--- config.mk ---
export PLATFORM = sky130hd
export DESIGN_NAME = upe_triplemul16_uuu
export DESIGN_NICKNAME = d
export VERILOG_FILES = /design/src/rtl/upe_pkg.sv /design/src/rtl/upe_umul.sv /design/src/rtl/upe_triplemul16_uuu.sv
export SDC_FILE = /design/constraint.sdc
export NUM_CORES = 2
export LEC_CHECK = 0
export CAP_MARGIN = 10
export CELL_PAD_IN_SITES_DETAIL_PLACEMENT = 1
export CELL_PAD_IN_SITES_GLOBAL_PLACEMENT = 1
export CORE_ASPECT_RATIO = 0.8
export CORE_MARGIN = 2
export CORE_UTILIZATION = 40
export CTS_CLUSTER_SIZE = 25
export DETAILED_ROUTE_END_ITERATION = 6
export HOLD_SLACK_MARGIN = 0.1
export PLACE_DENSITY_LB_ADDON = 0.1
export SYNTH_ARGS = -nofsm -noshare
export SYNTH_HDL_FRONTEND = slang
export SYNTH_HIERARCHICAL = 1
export SYNTH_SLANG_ARGS = --single-unit
export TNS_END_PERCENT = 5
--- constraint.sdc ---
create_clock -name clk -period 12.2 [get_ports clk]
set_input_delay 2.44 -clock clk [delete_from_list [all_inputs] [get_ports clk]]
set_output_delay 2.44 -clock clk [all_outputs]
set_load 0.01 [all_outputs]
--- src/rtl/upe_pkg.sv ---
// Shared widths and types for the uncertainty-propagation datapath.
package upe_pkg;
  localparam int UPE_W     = 16;
  localparam int UPE_OUT_W = 64;

  typedef logic [UPE_W-1:0]     upe_word_t;
  typedef logic [UPE_OUT_W-1:0] upe_result_t;
endpackage

--- src/rtl/upe_umul.sv ---
// Registered unsigned WA x WB multiplier with a valid pass-through.
// The product register loads only on valid beats, so it holds its last result.
module upe_umul #(
  parameter int WA = 16,
  parameter int WB = 16
) (
  input  logic             clk,
  input  logic             rst_n,
  input  logic             in_valid,
  input  logic [WA-1:0]    a,
  input  logic [WB-1:0]    b,
  output logic             out_valid,
  output logic [WA+WB-1:0] p
);
  logic [WA+WB-1:0] p_d, p_q;
  logic             valid_d, valid_q;

  always_comb begin
    p_d     = p_q;
    valid_d = in_valid;
    if (in_valid) begin
      p_d = {{WB{1'b0}}, a} * {{WA{1'b0}}, b};
    end
  end

  always_ff @(posedge clk or negedge rst_n) begin
    if (!rst_n) begin
      p_q     <= '0;
      valid_q <= 1'b0;
    end else begin
      p_q     <= p_d;
      valid_q <= valid_d;
    end
  end

  assign p         = p_q;
  assign out_valid = valid_q;
endmodule

--- src/rtl/upe_triplemul16_uuu.sv ---
// Three-stage pipelined exact unsigned A*B*C, zero-extended to OUT_W bits.
// Stage 1: operand registers; stage 2: A*B with C delayed; stage 3: (A*B)*C.
module upe_triplemul16_uuu
  import upe_pkg::*;
#(
  parameter int W     = UPE_W,
  parameter int OUT_W = UPE_OUT_W
) (
  input  logic             clk,
  input  logic             rst_n,
  input  logic             in_valid,
  input  logic [W-1:0]     A,
  input  logic [W-1:0]     B,
  input  logic [W-1:0]     C,
  output logic             out_valid,
  output logic [OUT_W-1:0] Out
);
  logic [W-1:0]   a_d, a_q, b_d, b_q, c_d, c_q;
  logic           v1_d, v1_q;
  logic [W-1:0]   c2_d, c2_q;
  logic [2*W-1:0] ab_p;
  logic           v2;
  logic [3*W-1:0] abc_p;

  always_comb begin
    a_d  = A;
    b_d  = B;
    c_d  = C;
    v1_d = in_valid;
    c2_d = c_q;
  end

  always_ff @(posedge clk or negedge rst_n) begin
    if (!rst_n) begin
      a_q  <= '0;
      b_q  <= '0;
      c_q  <= '0;
      v1_q <= 1'b0;
      c2_q <= '0;
    end else begin
      a_q  <= a_d;
      b_q  <= b_d;
      c_q  <= c_d;
      v1_q <= v1_d;
      c2_q <= c2_d;
    end
  end

  upe_umul #(.WA(W), .WB(W)) u_mul_ab (
    .clk       (clk),
    .rst_n     (rst_n),
    .in_valid  (v1_q),
    .a         (a_q),
    .b         (b_q),
    .out_valid (v2),
    .p         (ab_p)
  );

  // The final product register holds between valid beats, which gives Out its hold behaviour.
  upe_umul #(.WA(2*W), .WB(W)) u_mul_abc (
    .clk       (clk),
    .rst_n     (rst_n),
    .in_valid  (v2),
    .a         (ab_p),
    .b         (c2_q),
    .out_valid (out_valid),
    .p         (abc_p)
  );

  generate
    if (OUT_W > 3*W) begin : g_pad
      assign Out = {{(OUT_W-3*W){1'b0}}, abc_p};
    end else begin : g_nopad
      assign Out = abc_p;
    end
  endgenerate
endmodule

# Yosys cells after proc, flatten, opt, wreduce, memory -nomap -nowiden
# Index checks and enable logic that the tools add are counted.
# W data, S select, Z words.
dict set report totals {
  regBits 147
  input_bits 51
  output_inout_bits 65
  word_cells 11
}
dict set report op_classes {
  n_mul 2
}
# cell n
set op_table {}
lappend op_table {{$mul A32 B16 Y48} 1}
lappend op_table {{$mul A16 B16 Y32} 1}

# Logic depth before layout (Yosys ltp)
dict set report depth {
  ltp_word 1
  ltp_mapped 24
  depth_no_buf 23
}

# Hierarchy
# The synthesis kept the hierarchy.
# mod n_inst cells_each area_each_um2 seq_area_each_um2
set modules_own_cells {}
lappend modules_own_cells {{upe_umul at u_mul_abc} 1 1971 17953.5 1226.2}
lappend modules_own_cells {{upe_umul at u_mul_ab} 1 1095 9859.5 825.8}
lappend modules_own_cells {upe_triplemul16_uuu 1 82 1750.4 1626.6}

# Least setup slack after synthesis
# OpenSTA, ideal clock, no wires.
dict set report synth_path {
  path_type {reg-to-reg}
  start {reg u_mul_ab.p_q[29] (netlist: u_mul_ab/p[29])}
  end {reg u_mul_abc.p_q[46] (netlist: u_mul_abc/p[46])}
  setup_ns 0.125
  t_arrival_ns 5.839
  path_slack_ns 6.236
  stages_incl_launch_ff 24
  synth_period_minus_slack_ns 5.964
  cell_sequence {dfrtp_1 -> clkbuf_1 -> nand2_1 -> fa_1 -> inv_1 -> fa_1 -> inv_1 -> fa_1 -> inv_1 -> fa_1 -> fa_1 -> inv_1 -> fa_1 -> inv_1 -> ha_1 -> a21oi_1 -> o21ai_0 -> a21oi_1 -> nor3_1 -> a2111o_1 -> a31o_1 -> a21oi_1 -> xnor2_1 -> mux2_2}
}
dict set report synth_via {
  elab_chain_len 1
}
# item line_no
set synth_lines {}
lappend synth_lines {{from (decl)} upe_umul.sv:15} ;# logic [WA+WB-1:0] p_d, p_q;
lappend synth_lines {{from (signal assigned)} upe_umul.sv:31} ;# p_q <= p_d;
lappend synth_lines {{$mul A32 B16 Y48} upe_umul.sv:22} ;# p_d = {{WB{1'b0}}, a} * {{WA{1'b0}}, b};
lappend synth_lines {{to (signal assigned)} upe_umul.sv:31}
lappend synth_lines {{to (decl)} upe_umul.sv:15}
# Every way passes these cells.
# A chain may end at the register's enable or synchronous reset.

# Final worst setup path
dict set report layout_path {
  start {reg c2_q[13]}
  end {reg u_mul_abc.p_q[43] (netlist: u_mul_abc/p[43])}
}
dict set report layout_via {
  elab_chain_len 1
}
# item line_no
set layout_lines {}
lappend layout_lines {{from (decl)} upe_triplemul16_uuu.sv:20} ;# logic [W-1:0] c2_d, c2_q;
lappend layout_lines {{from (signal assigned)} upe_triplemul16_uuu.sv:39} ;# c2_q <= '0;
lappend layout_lines {{from (signal assigned)} upe_triplemul16_uuu.sv:45} ;# c2_q <= c2_d;
lappend layout_lines {{$mul A32 B16 Y48} upe_umul.sv:22}
# Every way passes these cells.

==> results.json <==
{
  "vias_per_cell": 5.12,
  "gp_congestion": 0.846,
  "cts_root_buffer": "clkbuf_16",
  "die_area_um2": 76100,
  "path_max_fanout": 32,
  "cts.clk_slew.worst_paths_ns": 0.07,
  "skew_ns": 0.0205,
  "postRouteAntennaNets": 0,
  "synth_cell_type_count": 85,
  "multi_input_area_um2": 22800,
  "n_fill_cell": 8374,
  "wl_um": 80400,
  "htree_levels": 4,
  "clk_path_buf_depth": 2,
  "start_kind": "flip-flop",
  "post-dp-hpwl_um": 63900,
  "die_y_um": 247,
  "relSlewSlack": 0.193,
  "rsz0062_at_grt": "no",
  "drv_slew": 0,
  "yosys-top-cells-count": "inv_1 (672), fa_1 (612), nand2_1 (498), and2_1 (336), ha_1 (224)",
  "cts_tree": "done",
  "grt_pass1_wl_um": 132000,
  "crit_path_end_kind": "flip-flop",
  "synth-edff-count": 0,
  "reg2reg_from": "c2_q[13]$_DFF_PN0_",
  "clk-insertion-delay-late_ns": 0.50,
  "drive_gt1_frac": 0.0440,
  "drt_pass1_iterations": 5,
  "chipWidth_um": 308,
  "yosysTopAreaCell": "fa_1",
  "async_reset_ff_frac": 1.00,
  "antenna_found_initial": 0,
  "drtIter0Drc": 835,
  "cp_cell_sequence": "nand2_1 > fa_1 > fa_1 > inv_1 > fa_1 > fa_1 > fa_1 > inv_1 > fa_1 > inv_1 > ha_1 > a21oi_1 > o21ai_0 > nor3_1 > a31oi_2 > a31oi_1 > o31a_1 > o21ai_1 > xor2_1 > mux2_2",
  "grt_pass1_vias": 24342,
  "period_share": 0.578,
  "tns_ns": 0,
  "path_class": "flip-flop to flip-flop",
  "synth.area.top_cells": "fa_1 (41%), dfrtp_1 (12%), ha_1 (9.5%)",
  "synth_area_um2": 29600,
  "initial_core_util": 0.402,
  "startpoint": "c2_q[13]$_DFF_PN0_",
  "yosysMostFrequentCell": "inv_1",
  "nNetsFinal": 4034,
  "status": "finished clean",
  "cp_slowest_cell": "dfrtp_1",
  "hp-class": "flip-flop to flip-flop",
  "num_rows": 89,
  "port_buffers": 99,
  "cts_made_buffers": 17,
  "max_cap_viol_count": 0,
  "hold_depth": 0,
  "synthToLayoutAreaGrowth_pct": 7.73,
  "wl_per_cell_um": 19.5,
  "cts_hold_buf": 0,
  "cp_common_cell": "fa_1",
  "cts_setup_buffers": 0,
  "period_needed_ns": 7.05,
  "layout_setup_ws_ns": 5.15,
  "yosysWarnings": 6,
  "post-route-util": 0.433,
  "r2r_cells": 20,
  "finalHoldViolCount": 0,
  "ys_ff_latch": 147,
  "ctsResizeCount": 0,
  "ios": 116,
  "worst_ep_arrival_time_ns": 7.43,
  "synth_top_area_share": 0.414,
  "post-place-ws_ns": 4.98,
  "holdCritStartpoint": "c2_d[11]$_DFF_PN0_",
  "cp.required_ns": 12.58,
  "ys_seq_area_frac": 0.124,
  "finalSetupViolCount": 0,
  "grt_usage": 0.223,
  "grt_max_degree": 91,
  "drcViolationCount": 0,
  "overflow": 0,
  "coreArea_um2": 73500,
  "slowest_delay_ns": 1.14,
  "max_freq_mhz": 142,
  "worst_slew_pin_slew_ns": 1.21,
  "postSynthAreaPerCell_um2": 9.39,
  "clock_sinks": 147,
  "synth_flop_cell": "dfrtp_1",
  "num_vias": 21089,
  "syn_inst": 3148,
  "seqCellArea_um2": 3680
}
metrics by stage:
| stage | hold slack [ns] | std cells | cell area, µm² |
|---|---|---|---|
| 2_1_floorplan | 0.331 | 3163 | 29600 |
| 3_3_place_gp | 0.333 | 4082 | 31300 |
| 3_5_place_dp | 0.336 | 4082 | 31300 |
| 4_1_cts | 0.350 | 4113 | 31800 |
| 5_1_grt | 0.355 | 4114 | 31800 |
| 6_report | 0.345 | 4115 | 31800 |
layout make-up:
type | instances | share of cell area
well taps | 955 | 0.0375
clock inverters | 11 | 0.00326
clock buffers | 20 | 0.0140
repair buffers | 115 | 0.0356
flip-flops and latches | 147 | 0.116
inverters | 673 | 0.0793
multi-input cells | 2193 | 0.715
diodes | 1 | 0.0000786
worst max-delay path, delay by kind of cell, from the launching register on:
family | cells | cell delay, ns
AOI/OAI and AO/OA | 6 | 1.66
xor gates and xnor gates | 1 | 0.09
adders and majority gates | 7 | 3.31
buffers and inverters | 3 | 0.16
DFF | 1 | 1.14
muxes | 1 | 0.26
and+or+nand+nor | 2 | 0.30
sequential cells by signal, indices dropped and copies added (netlist names):
signal / count
a_q: 16
b_q: 16
c2_d: 16
c2_q: 16
u_mul_ab/out_valid: 1
u_mul_ab/p: 32
u_mul_abc/out_valid: 1
u_mul_abc/p: 48
v1_q: 1
final timing paths:
kind                                                    end  slack [ns]
worst max-delay path            u_mul_abc/p[43]$_DFFE_PN0P_        5.15
worst min-delay path                     c2_q[11]$_DFF_PN0_        0.34
worst min register to register           c2_q[11]$_DFF_PN0_        0.34
worst max register to register  u_mul_abc/p[43]$_DFFE_PN0P_        5.15
min in group asynchronous                  a_q[1]$_DFF_PN0_        2.02
max in group asynchronous       u_mul_abc/p[40]$_DFFE_PN0P_        8.78
cell usage in the layout (no fill, tap or decap), types with 45 or more instances in the layout:
cell / Yosys / final
xnor2_1: 45 / 45
clkdlybuf4s50_1: 0 / 98
ha_1: 224 / 224
fa_1: 612 / 612
and2_1: 336 / 336
mux2_2: 57 / 57
dfrtp_1: 147 / 146
nand2_1: 498 / 498
inv_1: 672 / 672
a21oi_1: 77 / 77
kinds of logic after synthesis:
family	count (synthesis)	share of synthesized area
muxes	60	0.0231
and+or+nand+nor	963	0.159
xor gates and xnor gates	62	0.0184
AOI/OAI and AO/OA	256	0.0582
DFF	147	0.124
buffers and inverters	823	0.107
other	1	0.000127
adders and majority gates	836	0.509
layer usage:
metal | vias up | track usage | routed length (µm)
li1 | 9381 | - | -
met1 | 11355 | 0.302 | 36200
met2 | 284 | 0.382 | 40400
met3 | 69 | 0.0267 | 2380
met4 | 0 | 0.0538 | 1370
met5 | - | 0 | 0
Power is left out: the tool's default activity adds up to more than one toggle a clock period on the data nets, which glitch-free logic cannot reach.
